$ cat config.mk
export PLATFORM = sky130hd
export DESIGN_NAME = video_timing_gen_flat
export DESIGN_NICKNAME = d
export VERILOG_FILES = /design/src/rtl/video_timing_gen_if.sv /design/src/rtl/video_timing_gen.sv /design/src/flat_wrapper.sv
export SDC_FILE = /design/constraint.sdc
export NUM_CORES = 1
export LEC_CHECK = 0
export ABC_AREA = 1
export CAP_MARGIN = 5
export CORE_UTILIZATION = 47
export DETAILED_ROUTE_END_ITERATION = 8
export PLACE_DENSITY = 0.84
export SLEW_MARGIN = 20
export SYNTH_ARGS = -nofsm -noshare
export SYNTH_HDL_FRONTEND = slang
export SYNTH_SLANG_ARGS = --single-unit
$ cat constraint.sdc
create_clock -name clk -period 2 [get_ports clk]
set_clock_uncertainty 0.15 [all_clocks]
set_input_delay 0.5 -clock clk [delete_from_list [all_inputs] [get_ports clk]]
set_output_delay 0.5 -clock clk [all_outputs]
set_load 0.02 [all_outputs]
$ cat src/rtl/video_timing_gen_if.sv
// Pixel-side bundle between the timing generator (master) and its pixel source / HDMI transmitter (slave).
interface video_timing_gen_if;
  logic        enable;
  logic [35:0] pix_in;
  logic        pix_req;
  logic        de;
  logic        hsync;
  logic        vsync;
  logic [35:0] d;
  logic        frame_start;

  modport master (
    input  enable, pix_in,
    output pix_req, de, hsync, vsync, d, frame_start
  );

  modport slave (
    output enable, pix_in,
    input  pix_req, de, hsync, vsync, d, frame_start
  );
endinterface

$ cat src/rtl/video_timing_gen.sv
// Two-stage raster timing generator for an SII9136 transmitter (pix_req one cycle ahead of de).
// Define VTG_TEST_PATTERN_EN to replace pix_in with eight vertical colour bars.
module video_timing_gen #(
  parameter int H_ACTIVE = 640,
  parameter int H_FP     = 16,
  parameter int H_SYNC   = 96,
  parameter int H_BP     = 48,
  parameter int V_ACTIVE = 480,
  parameter int V_FP     = 10,
  parameter int V_SYNC   = 2,
  parameter int V_BP     = 33,
  parameter bit HS_POL   = 1'b0,
  parameter bit VS_POL   = 1'b0
) (
  input  logic               clk,
  input  logic               reset_,
  video_timing_gen_if.master vid
);

  localparam int DATA_W  = 36;
  localparam int H_TOTAL = H_ACTIVE + H_FP + H_SYNC + H_BP;
  localparam int V_TOTAL = V_ACTIVE + V_FP + V_SYNC + V_BP;
  localparam int HW      = $clog2(H_TOTAL + 1);
  localparam int VW      = $clog2(V_TOTAL + 1);

  localparam logic [HW-1:0] H_ONE  = HW'(1);
  localparam logic [HW-1:0] H_LAST = HW'(H_TOTAL - 1);
  localparam logic [HW-1:0] H_ACT  = HW'(H_ACTIVE);
  localparam logic [HW-1:0] HS_BEG = HW'(H_ACTIVE + H_FP);
  localparam logic [HW-1:0] HS_END = HW'(H_ACTIVE + H_FP + H_SYNC);
  localparam logic [VW-1:0] V_ONE  = VW'(1);
  localparam logic [VW-1:0] V_LAST = VW'(V_TOTAL - 1);
  localparam logic [VW-1:0] V_ACT  = VW'(V_ACTIVE);
  localparam logic [VW-1:0] VS_BEG = VW'(V_ACTIVE + V_FP);
  localparam logic [VW-1:0] VS_END = VW'(V_ACTIVE + V_FP + V_SYNC);

  logic [HW-1:0]     h;
  logic [VW-1:0]     v;
  logic              pix_req_p1;
  logic              hs_p1;
  logic              vs_p1;
  logic              fs_p1;
  logic              de_p2;
  logic              hs_p2;
  logic              vs_p2;
  logic              fs_p2;
  logic [DATA_W-1:0] d_p2;
  logic [DATA_W-1:0] src;

`ifdef VTG_TEST_PATTERN_EN
  localparam logic [HW-1:0] BAR_W = HW'(H_ACTIVE / 8);

  logic [DATA_W-1:0] pat_p1;

  // Bar index bits map directly onto the colour order white..black.
  function automatic logic [DATA_W-1:0] bar_colour(input logic [HW-1:0] x);
    logic [2:0] idx;
    idx = 3'(x / BAR_W);
    return {{12{~idx[1]}}, {12{~idx[2]}}, {12{~idx[0]}}};
  endfunction

  always_ff @(posedge clk or negedge reset_) begin
    if (!reset_) begin
      pat_p1 <= '0;
    end else if (!vid.enable) begin
      pat_p1 <= '0;
    end else begin
      pat_p1 <= bar_colour(h);
    end
  end

  assign src = pat_p1;
`else
  assign src = vid.pix_in;
`endif

  // Stage 1: raster counters and per-position decode.
  always_ff @(posedge clk or negedge reset_) begin
    if (!reset_) begin
      h          <= '0;
      v          <= '0;
      pix_req_p1 <= 1'b0;
      hs_p1      <= ~HS_POL;
      vs_p1      <= ~VS_POL;
      fs_p1      <= 1'b0;
    end else if (!vid.enable) begin
      h          <= '0;
      v          <= '0;
      pix_req_p1 <= 1'b0;
      hs_p1      <= ~HS_POL;
      vs_p1      <= ~VS_POL;
      fs_p1      <= 1'b0;
    end else begin
      pix_req_p1 <= (h < H_ACT) && (v < V_ACT);
      hs_p1      <= ((h >= HS_BEG) && (h < HS_END)) ? HS_POL : ~HS_POL;
      vs_p1      <= ((v >= VS_BEG) && (v < VS_END)) ? VS_POL : ~VS_POL;
      fs_p1      <= (h == '0) && (v == '0);
      if (h == H_LAST) begin
        h <= '0;
        v <= (v == V_LAST) ? '0 : v + V_ONE;
      end else begin
        h <= h + H_ONE;
      end
    end
  end

  // Stage 2: output registers; pixel data is captured at the end of the pix_req cycle.
  always_ff @(posedge clk or negedge reset_) begin
    if (!reset_) begin
      de_p2 <= 1'b0;
      hs_p2 <= ~HS_POL;
      vs_p2 <= ~VS_POL;
      fs_p2 <= 1'b0;
      d_p2  <= '0;
    end else begin
      de_p2 <= pix_req_p1;
      hs_p2 <= hs_p1;
      vs_p2 <= vs_p1;
      fs_p2 <= fs_p1;
      d_p2  <= pix_req_p1 ? src : '0;
    end
  end

  assign vid.pix_req     = pix_req_p1;
  assign vid.de          = de_p2;
  assign vid.hsync       = hs_p2;
  assign vid.vsync       = vs_p2;
  assign vid.frame_start = fs_p2;
  assign vid.d           = d_p2;

endmodule

$ cat src/flat_wrapper.sv
// flat-port wrapper written by rule: the top's interface ports become plain ports
module video_timing_gen_flat 
#(
  parameter int H_ACTIVE = 640,
  parameter int H_FP     = 16,
  parameter int H_SYNC   = 96,
  parameter int H_BP     = 48,
  parameter int V_ACTIVE = 480,
  parameter int V_FP     = 10,
  parameter int V_SYNC   = 2,
  parameter int V_BP     = 33,
  parameter bit HS_POL   = 1'b0,
  parameter bit VS_POL   = 1'b0
)
  (clk, reset_, vid_enable, vid_pix_in, vid_pix_req, vid_de, vid_hsync, vid_vsync, vid_d, vid_frame_start);
  video_timing_gen_if vid_i ();
  input  logic clk;
  input  logic reset_;
  input wire logic [$bits(vid_i.enable)-1:0] vid_enable;
  input wire logic [$bits(vid_i.pix_in)-1:0] vid_pix_in;
  output wire logic [$bits(vid_i.pix_req)-1:0] vid_pix_req;
  output wire logic [$bits(vid_i.de)-1:0] vid_de;
  output wire logic [$bits(vid_i.hsync)-1:0] vid_hsync;
  output wire logic [$bits(vid_i.vsync)-1:0] vid_vsync;
  output wire logic [$bits(vid_i.d)-1:0] vid_d;
  output wire logic [$bits(vid_i.frame_start)-1:0] vid_frame_start;
  assign vid_i.enable = vid_enable;
  assign vid_i.pix_in = vid_pix_in;
  assign vid_pix_req = vid_i.pix_req;
  assign vid_de = vid_i.de;
  assign vid_hsync = vid_i.hsync;
  assign vid_vsync = vid_i.vsync;
  assign vid_d = vid_i.d;
  assign vid_frame_start = vid_i.frame_start;
  video_timing_gen #(.H_ACTIVE(H_ACTIVE), .H_FP(H_FP), .H_SYNC(H_SYNC), .H_BP(H_BP), .V_ACTIVE(V_ACTIVE), .V_FP(V_FP), .V_SYNC(V_SYNC), .V_BP(V_BP), .HS_POL(HS_POL), .VS_POL(VS_POL)) u_core (.clk(clk), .reset_(reset_), .vid(vid_i));
endmodule
Word level (Yosys, flattened, before mapping)
Cells that the tools add are included.

cells by class
  order comparisons = 6
  reduce and logical (&&, ||, !) cells = 6
  eq/ne operators = 3
  add/sub/neg operators = 2
  mux-type cells = 12

operator list
  kind                                                         number
  two-way mux 10 bit                                           5
  two-way mux 36 bit                                           1
  adder 10 x 1 -> 10 bit, second input constant                2
  == test 10 bit, second input constant                        2
  logical NOT 10 bit                                           2
  less-than comparator 10 bit, second input constant           2
  less-than comparator 10 x 9 -> 1 bit, second input constant  2
  >= comparator 10 bit, second input constant                  1
  >= comparator 10 x 9 -> 1 bit, second input constant         1
  two-way mux 1 bit                                            6
  logical AND 1 bit                                            4
  != test 2 x 1 -> 1 bit, second input constant                1

word-level totals
  bits in registers = 64
  logic and storage cells = 40
  input bits = 39
  output and inout port bits = 41

Logic depth before layout (Yosys ltp)
Gate-level depths: netlist of the first run.

  depth in word-level cells = 4
  mapped depth = 9
  depth with buffers taken out = 9

Worst setup path before layout of the first run
OpenSTA, ideal clock, no wires.

  path type = register -> register
  from = register u_core.h[0]
  to = register u_core.v[6]
  period minus slack after synthesis = 1.450 ns
  slack = 0.550 ns
  buffers on the path = 1
  cell stages (with the launch flop) = 10
  arrival = 1.178 ns
  required time = 1.728 ns
  library setup time = 0.122 ns
  cell sequence = dfrtp_1 -> ha_1 -> nand2_2 -> nor2_4 -> nand2_2 -> nor2_4 -> nor2_4 -> buf_6 -> nand2_1 -> o21ai_1

on the way
  longest elaborated chain between the ends = 2

RTL lines
  item                              line                     source
  from (decl)                       video_timing_gen.sv:37   logic [HW-1:0] h;
  from (signal assigned)            video_timing_gen.sv:102  h <= h + H_ONE;
  == test 10 bit                    video_timing_gen.sv:98   if (h == H_LAST) begin
  != test 2 x 1 -> 1 bit (no line)  -
  to (signal assigned)              video_timing_gen.sv:100  v <= (v == V_LAST) ? '0 : v + V_ONE;
  to (decl)                         video_timing_gen.sv:38   logic [VW-1:0] v;

No other way between the ends.
A chain may end at the register's enable or synchronous reset.

Worst setup path after layout of the first run
  from = register u_core.pix_req_p1 (netlist: u_core.vid.pix_req)
  to = output port vid_pix_req

RTL lines
  item                    line                    source
  from (decl)             video_timing_gen.sv:39  logic pix_req_p1;
  from (signal assigned)  video_timing_gen.sv:94  pix_req_p1 <= (h < H_ACT) && (v < V_ACT);
  to (decl)               flat_wrapper.sv:21      output wire logic [$bits(vid_i.pix_req)-1:0] vid_pix_req;

No word-level cell between the ends.

==> summary.md, run 1 <==
| Metric | Value |
|---|---|
| Endpoint class of the critical path | `output pin` |
| Vias | `2270` |
| Critical path's top delay family | `buffers and inverters` |
| Syn avg cell area | `8.636 sq um` |
| Post-Syn Instances | `316` |
| Post-Syn Area | `2729 sq um` |
| Clock Latency Late Sink | `0.34 ns` |
| Antenna violations before repair | `0` |
| Worst-path fanout max | `2` |
| Die footprint | `6114 sq um` |
| Max_slew headroom | `0.7627` |
| Ports | `80` |
| Share of cells above drive strength 1 | `0.07143` |
| Die Height | `78.20 um` |
| Core area | `5540 sq um` |
| Fin cells | `478` |
| Post-CTS sizing | `2` |
| Min-delay worst type | `in2async` |
| Startpoint types | `flip-flop` |
| Reg2reg start | `u_core.h[0]$_DFF_PN0_` |
| GRT Total Usage | `0.2232` |
| Setup TNS | `0 ns` |
| Final hold violation count | `0` |
| Routed wire per std cell | `12.72 um` |
| F_max | `512.7 MHz` |
| I/O Buffers | `79` |
| First-pass GRT wire length | `10.16 mm` |
| DP Cell Count | `462` |
| Setup CP Type | `reg2out` |
| Antenna cells | `0` |
| Antenna Nets Post-Route | `0` |
| Flop2flop setup slack | `0.39 ns` |
| Initial Util | `0.4925` |
| Largest net degree at the start of global routing | `65` |
| Syn_nets | `359` |
| CTS Buffer Depth | `2` |
| VDD IR max | `0.0003599 V` |
| Clk slew on worst S/H paths | `0.07 ns` |
| YS warnings | `0` |
| Layout Nets | `444` |
| Max Cap Violations | `0` |
| Synthesis-to-layout area growth | `38.74%` |
| Max H-tree Level | `3` |
| Worst path depth | `1` |
| Minimum clock period | `1.950 ns` |
| Fillers | `383` |
| Cells along the critical path | `clkdlybuf4s50_1` |
| CP bufs+invs | `1` |
| Postcts setup bufs | `0` |
| Tightest Pin Transition | `0.3559 ns` |
| RePlAce Congestion | `0.8656` |
| PwrDens | `728.8 nW/um^2` |
| R2R depth | `7` |
| Worst setup margin | `0.04966 ns` |
| Final number of setup-violating endpoints | `0` |
| Critical Path AT | `1.30 ns` |
| Pre-CTS setup slack | `0.1031 ns` |
| Status | `finished clean` |
| Vias in the first global route | `2169` |
| Vias/cell | `4.749` |
| Total CTS buffers | `9` |
| Total gr overflow | `0` |
| Cts hold-fix bufs | `0` |
| Synth unique cells | `24` |
| Sequential area share after synthesis | `0.5887` |
| Worst EP required | `1.35 ns` |
| CTS root buf | `clkbuf_8` |
| Die W | `78.20 um` |
| Std cell rows | `27` |
| Initial DRC count | `187` |
| Slew Limit Fails | `0` |
| CTS tree | `done` |
| DRT Pass-1 Iters | `4` |
| Unrepaired setup endpoints after global routing | `false` |
| DRT Wirelength | `6.080 mm` |
| Flops & latches, synth | `64` |
| Final Cycle Share | `0.9752` |
| Clock sink total | `64` |
| Crit path launch | `u_core.vid.pix_req$_DFF_PN0_` |
| Dpl hpwl | `4.425 mm` |
| Max reg flops | `36` |
| Residual DRC | `0` |
| Slowest Stage Delay on Critical Path | `0.62 ns` |
| Critical path's slowest cell | `clkdlybuf4s50_1` |
| Critical path destination | `vid_pix_req` |
| FF-to-FF End | `u_core.v[5]$_DFFE_PN0P_` |
| Lkg Pwr | `2.021 nW` |
==> stage by stage <==
step | util | total power, mW | instance area [sq um] | hold slack, ns
final | 0.6834 | 2.759 | 3786 | 0.01312
after global routing | 0.6834 | 2.873 | 3786 | 0.03197
after CTS | 0.6834 | 2.788 | 3786 | 0.01335
after detailed placement | 0.6495 | 1.705 | 3598 | 0.1847
after global placement | 0.6495 | 1.695 | 3598 | 0.1857
after floorplan | - | 1.500 | 2729 | 0.05441
==> layout make-up <==
cell class                      count  area [sq um]  share of cell area
Multi-Input combinational cell    178         833.3              0.2201
Clock buffer                       12         145.1             0.03833
Clock inverter                      4         45.04             0.01190
Timing Repair Buffer               82         818.3              0.2161
Tap cell                           72         90.09             0.02379
Sequential cell                    64          1607              0.4243
Inverter                           66         247.7             0.06543
==> cell families (layout without fill, tap and decap cells) <==
group           after synthesis  count (layout)  synth area share
xor+xnor                      3               3          0.009630
flops                        64              64            0.5887
buf+inv                      74             164            0.1059
fa+ha+maj                     4               4           0.01834
simple gates                162             162            0.2591
compound gates                9               9           0.01834
==> synthesized netlist by cell type, drive strengths merged <==
library cell  instances  area, sq um
xor2                  3        26.28
nand2               101        384.1
nand4                 9        62.56
nor3                  5        25.02
nor4                  4        25.02
inv                  66        247.7
clkbuf                4        15.01
a21oi                 1        5.000
buf                   4        26.27
nand3                13        65.06
a31oi                 1        6.260
nor2                 28        130.1
o311ai                1        8.760
o21ai                 6        30.02
dfrtp                60         1501
nor3b                 2        15.01
ha                    4        50.05
dfstp                 4        105.1
==> layer usage <==
layer / vias to the layer above / routed length [um] / track usage
met4: 0 / 98 / 0.08889
met3: 10 / 477 / 0.06163
met2: 116 / 2919 / 0.3632
li1: 1117 / - / -
met1: 1027 / 2584 / 0.2825
met5: - / 0 / 0
==> placed cells by master (no fill, tap or decap) <==
cell,Yosys,layout
bufinv_16,0,1
nand4_1,8,8
dfstp_2,4,4
nand2_1,99,99
buf_12,0,1
buf_4,0,2
buf_2,3,1
nor3_1,5,5
clkbuf_1,4,2
a31oi_1,1,1
o311ai_0,1,1
nor3b_1,2,2
ha_1,4,4
nor2_2,1,1
nor4_1,4,4
dfrtp_1,60,60
a21oi_1,1,1
clkbuf_8,0,10
o21ai_0,5,5
nor2_1,24,24
nand2_2,2,2
clkinv_2,0,3
inv_1,66,66
nand3_1,13,13
o21ai_1,1,1
nand4_2,1,1
clkdlybuf4s50_1,0,76
dlygate4sd2_1,0,2
nor2_4,3,3
xor2_1,3,3
==> worst min-delay path by stage <==
stage	startpoint	endpoint
floorplan	reset_	u_core.fs_p1$_DFF_PN0_
global placement	u_core.fs_p1$_DFF_PN0_	u_core.vid.frame_start$_DFF_PN0_
detailed placement	u_core.fs_p1$_DFF_PN0_	u_core.vid.frame_start$_DFF_PN0_
CTS	reset_	u_core.vid.d[27]$_DFF_PN0_
global route	reset_	u_core.vid.d[3]$_DFF_PN0_
finish	reset_	u_core.vid.d[8]$_DFF_PN0_
==> report_power, final <==
group / internal [mW] / switching (mW) / total [mW]
registers: 1.34 / 0.0157 / 1.36
logic: 0.162 / 0.158 / 0.320
clock network: 0.604 / 0.477 / 1.08
Note: power is estimated with default switching activity, not from simulation.
==> run 2, diff against run 1 <==
Settings changed: CORE_MARGIN from default to 5.
==> run 2 against run 1 <==
  * Combinational power grew 1%
  * Utilization grew 0.24 points
  * Clock power grew 15%
  * Cell count is the same
  * Critical endpoint is now vid_d[14]
  * Largest cell class unchanged
  * Largest power group unchanged
==> summary.md, run 2 (synthesis gave the netlist of run 1 again) <==
| Metric | Value |
|---|---|
| Status | `finished clean (unchanged)` |
| Vias | `2283 (was 2270)` |
| Vias in the first global route | `2174 (was 2169)` |
| Most frequent cells in the layout | `nand2_1 (99), clkdlybuf4s50_1 (75), inv_1 (66) (was nand2_1 (99), clkdlybuf4s50_1 (76), inv_1 (66))` |
| First-pass GRT wire length | `10.76 mm (was 10.16 mm)` |
| Antenna Nets Post-Route | `0 (unchanged)` |
| Setup TNS | `0 ns (unchanged)` |
| Total gr overflow | `0 (unchanged)` |
| GRT met2 Usage | `0.2985 (was 0.3632)` |
| Area of the multi-input gates | `833.3 sq um (unchanged)` |
| Startpoint types | `flip-flop (unchanged)` |
| RePlAce Congestion | `0.9688 (was 0.8656)` |
| GR met3 Demand/Resource | `0.05608 (was 0.06163)` |
| Clock Latency Late Sink | `0.34 ns (about the same)` |
| Initial Util | `0.4896 (was 0.4925)` |
| Most common cell after layout, fill and taps aside | `nand2_1 (unchanged)` |
| CP bufs+invs | `1 (unchanged)` |
| Antenna cells | `0 (unchanged)` |
| Routed wire per std cell | `14.04 um (was 12.72 um)` |
| Overall power | `2.920 mW (was 2.759 mW)` |
| Dpl hpwl | `4.714 mm (was 4.425 mm)` |
| Max Cap Violations | `0 (unchanged)` |
| Final Cycle Share | `0.9724 (was 0.9752)` |
| Min-delay worst type | `in2async (unchanged)` |
| Total CTS buffers | `9 (unchanged)` |
| Max reg flops | `36 (unchanged)` |
| Clock sink total | `64 (unchanged)` |
| Share of cells above drive strength 1 | `0.07143 (unchanged)` |
| Unrepaired setup endpoints after global routing | `false (unchanged)` |
| Die footprint | `7430 sq um (was 6114 sq um)` |
| Worst-path fanout max | `1 (was 2)` |
| DRT Wirelength | `6.710 mm (was 6.080 mm)` |
| I/O Buffers | `79 (unchanged)` |
| Ports | `80 (unchanged)` |
| Lkg Pwr | `2.049 nW (was 2.021 nW)` |
| Minimum hold slack | `0.03158 ns (was 0.01312 ns)` |
| Critical path's slowest cell | `clkdlybuf4s50_1 (unchanged)` |
| Max H-tree Level | `3 (unchanged)` |
| DRT Pass-1 Iters | `5 (was 4)` |
| VDD IR max | `0.0004010 V (was 0.0003599 V)` |
| Critical Path AT | `1.29 ns (was 1.30 ns)` |
| Cells along the critical path | `clkdlybuf4s50_1 (unchanged)` |
| Std cell rows | `27 (unchanged)` |
| Residual DRC | `0 (unchanged)` |
| Top Usage Layer GRT | `met2 (unchanged)` |
| Worst EP required | `1.35 ns (about the same)` |
| Max_slew headroom | `0.7591 (was 0.7627)` |
| M1 GR Usage | `0.2392 (was 0.2825)` |
| Setup CP Type | `reg2out (unchanged)` |
| Synthesis-to-layout area growth | `40.07% (was 38.74%)` |
| Minimum clock period | `1.945 ns (was 1.950 ns)` |
| Die Height | `86.20 um (was 78.20 um)` |
| CTS Buffer Depth | `2 (unchanged)` |
| Die W | `86.20 um (was 78.20 um)` |
| Placed Area | `3598 sq um (unchanged)` |
| Core area | `5574 sq um (was 5540 sq um)` |
| Initial DRC count | `118 (was 187)` |
| Fillers | `399 (was 383)` |
| Endpoint class of the critical path | `output pin (unchanged)` |
| PwrDens | `764.0 nW/um^2 (was 728.8 nW/um^2)` |
| Largest net degree at the start of global routing | `65 (unchanged)` |
| Antenna violations before repair | `0 (unchanged)` |
| GRT Total Usage | `0.1890 (was 0.2232)` |
| Final hold violation count | `0 (unchanged)` |
| CTS tree | `done (unchanged)` |
| Final number of setup-violating endpoints | `0 (unchanged)` |
| Design area | `3822 sq um (was 3786 sq um)` |
| Clk slew on worst S/H paths | `0.07 ns (about the same)` |
| Slew Limit Fails | `0 (unchanged)` |
| Vias/cell | `4.776 (was 4.749)` |
| Critical path's top delay family | `buffers and inverters (unchanged)` |
| CTS root buf | `clkbuf_8 (unchanged)` |
| Tightest Pin Transition | `0.3613 ns (was 0.3559 ns)` |
| F_max | `514.2 MHz (was 512.7 MHz)` |
| Layout Nets | `444 (unchanged)` |
| Total area of sequential cells | `1607 sq um (unchanged)` |
| Slowest Stage Delay on Critical Path | `0.63 ns (was 0.62 ns)` |
-- run 2: cell types whose count changed in the layout (fill, tap and decap cells not counted) --
cell,delta
bufinv_16,+1
clkbuf_8,+1
clkdlybuf4s50_1,-1
clkinv_2,-2
dlymetal6s2s_1,+1
-- run 2: metrics by stage --
step                      utilization  setup slack, ns  std cells
after floorplan                     -           0.5496        316
after global placement         0.6456           0.1649        462
after detailed placement       0.6456           0.1206        462
after CTS                      0.6853         0.005822        478
after global routing           0.6857         0.009062        478
final                          0.6857          0.05524        478
-- run 2: path summary, 6_finish.rpt --
path	cells after the start	start	endpoint	slack, ns
setup / recovery	1	u_core.vid.d[14]$_DFF_PN0_	vid_d[14]	0.06
hold / removal	2	reset_	u_core.v[8]$_DFFE_PN0P_	0.03
setup reg to reg	6	u_core.v[1]$_DFFE_PN0P_	u_core.v[8]$_DFFE_PN0P_	0.34
hold reg to reg	0	u_core.hs_p1$_DFF_PN1_	u_core.vid.hsync$_DFF_PN1_	0.20
max in group asynchronous	2	reset_	u_core.hs_p1$_DFF_PN1_	1.36
min in group clk	0	u_core.hs_p1$_DFF_PN1_	u_core.vid.hsync$_DFF_PN1_	0.20
-- run 2: cell type report --
class                   instances  share of cell area
flip-flops and latches         64              0.4203
multi-input cells             178              0.2180
repair buffers                 82              0.2147
inverters                      66             0.06481
clock buffers                  13             0.04157
well taps                      72             0.02357
clock inverters                 3             0.01702
-- run 2: metal layers --
layer	vias up	wire [um]
li1	1123	-
met1	1056	2853
met2	91	3151
met3	13	612
met4	0	93
met5	-	0
-- run 2: repair_timing --
item,CTS,global route
endpoints found under the setup margin,2,1
hold buffers,0,0
buffers inserted,0,0
resized for setup,2,1
-- run 2: where the power goes --
part / switching, mW / internal (mW) / leakage [nW]
Clock: 0.469 / 0.769 / 0.114
Combinational: 0.162 / 0.162 / 1.10
Sequential: 0.0155 / 1.34 / 0.832
==> RTL change: new RTL, flow settings as in run 2 <==
`V_BP` is set to 33 in 2 places; all go to 66.
--- a/src/rtl/video_timing_gen.sv
+++ b/src/rtl/video_timing_gen.sv
@@ -10,3 +10,3 @@
   parameter int V_SYNC   = 2,
-  parameter int V_BP     = 33,
+  parameter int V_BP     = 66,
   parameter bit HS_POL   = 1'b0,
--- a/src/flat_wrapper.sv
+++ b/src/flat_wrapper.sv
@@ -10,3 +10,3 @@
   parameter int V_SYNC   = 2,
-  parameter int V_BP     = 33,
+  parameter int V_BP     = 66,
   parameter bit HS_POL   = 1'b0,
Formal check against the unedited RTL: no difference found for any inputs over 10 cycles, from zero or initial values and one cycle with reset_ low; that may be too few to reach the edited logic, so the function may still have changed.
==> RTL change against run 2 <==
Die area up 0.62%; largest power group unchanged; total power shrank 9.8%; sequential cell count stayed put; area after synthesis is 0.69% higher; setup slack worse by 0.0011 ns; routed wire length down 3.5%; critical path type unchanged; first-iteration DRC count fell by 21%; non-clock buffer count is the same; cell count rose by 0.63%; largest cell class unchanged; maximum frequency about the same; combinational power is 2% lower; critical path depth is the same; final area down 0.79%.
==> RTL change: results (changes against run 2) <==
\begin{tabular}{lr}
\hline
Metric & Value \\
\hline
\multicolumn{2}{l}{\textbf{Pwr}} \\
\quad Internal Pwr Total & 1.98 mW (-13\%) \\
\quad Worst ir drop on vdd & 0.000457 V (+14\%) \\
\quad Final Total Pwr & 2.63 mW (-9.8\%) \\
\quad Pleak & 2.01 nW (-1.8\%) \\
\multicolumn{2}{l}{\textbf{Logic synthesis}} \\
\quad Number of instances in the synthesized netlist & 318 (+0.63\%) \\
\quad Portion of synthesized cell area occupied by the leading cell type & 54.6\% (-0.38 points) \\
\quad Top area cells in the synthesized netlist & dfrtp\_1 (55\%), nand2\_1 (13\%), inv\_1 (8.6\%), dfstp\_2 (3.8\%), nor2\_1 (3.4\%) \\
\quad Total nets after synthesis & 362 (+0.84\%) \\
\quad Synth cell count leaders & nand2\_1 (96), inv\_1 (63), dfrtp\_1 (60), nor2\_1 (25), nand3\_1 (14) \\
\quad Portion of the post-synthesis area used by sequential elements & 58.5\% (-0.40 points) \\
\quad Unique masters post-synth & 26 (+8.3\%) \\
\multicolumn{2}{l}{\textbf{GRT}} \\
\quad Global router's overall resource usage & 18.9\% (about the same) \\
\quad Met2 routing resource usage after global routing & 30.5\% (+0.68 points) \\
\quad Via count of the first global-routing pass & 2234 (+2.8\%) \\
\quad Met1 Resource Use GR & 24.7\% (+0.78 points) \\
\multicolumn{2}{l}{\textbf{Final layout}} \\
\quad Number of fill cells & 450 (+13\%) \\
\quad Post-route insts no fill & 481 (+0.63\%) \\
\multicolumn{2}{l}{\textbf{Setup path}} \\
\quad Worst setup slack for register-to-register paths & 0.42 ns (+0.08 ns) \\
\quad Critical register-to-register path endpoint & u\_core.v[4]\$\_DFFE\_PN0P\_ \\
\quad Worst setup path startpoint & u\_core.vid.d[5]\$\_DFF\_PN0\_ \\
\quad Highest cell delay on the worst timing path & 0.61 ns (-0.02 ns) \\
\multicolumn{2}{l}{\textbf{STA}} \\
\quad Final period util & 97.3\% (about the same) \\
\multicolumn{2}{l}{\textbf{Placed design}} \\
\quad Dpl cell area & 3620 um\^{}2 (+0.59\%) \\
\quad Place WS & 0.147 ns (+0.0264 ns) \\
\quad Number of cells in the design after placement & 465 (+0.65\%) \\
\multicolumn{2}{l}{\textbf{Run status}} \\
\quad Result of the run & finished clean \\
\multicolumn{2}{l}{\textbf{Route}} \\
\quad DR WL/cell & 13.5 um (-4.1\%) \\
\quad Violation count after the first detailed-routing iteration & 93 (-21\%) \\
\quad Number of vias in the routed layout & 2268 (-0.66\%) \\
\hline
\end{tabular}
-- RTL change: repair_timing --
item / 4_1_cts / 5_1_grt
resized for setup: 3 / 1
pin swaps: 0 / 0
buffers inserted: 0 / 0
setup endpoints to repair: 3 / 1
hold buffers: 0 / 0
-- RTL change: kinds of logic after synthesis --
logic type / after synthesis / synth area share [%]
and+or+nand+nor: 165 / 26.1
adders and majority gates: 5 / 2.28
buffers and inverters: 73 / 10.5
DFF: 64 / 58.5
xor gates and xnor gates: 3 / 0.956
AOI/OAI and AO/OA: 8 / 1.64
-- RTL change: per-layer routing --
metal	up-vias	share of wire, %
met3	10	9.2
met4	0	0.99
met5	-	0
met1	1034	44
li1	1120	-
met2	104	46
-- RTL change: cell type report --
cell class | count | area share [%]
clock buffer | 11 | 3.73
clock inverter | 5 | 0.858
inverter | 66 | 6.60
multi-input combinational | 181 | 22.5
sequential | 64 | 42.4
tap | 72 | 2.38
timing repair buffer | 82 | 21.6
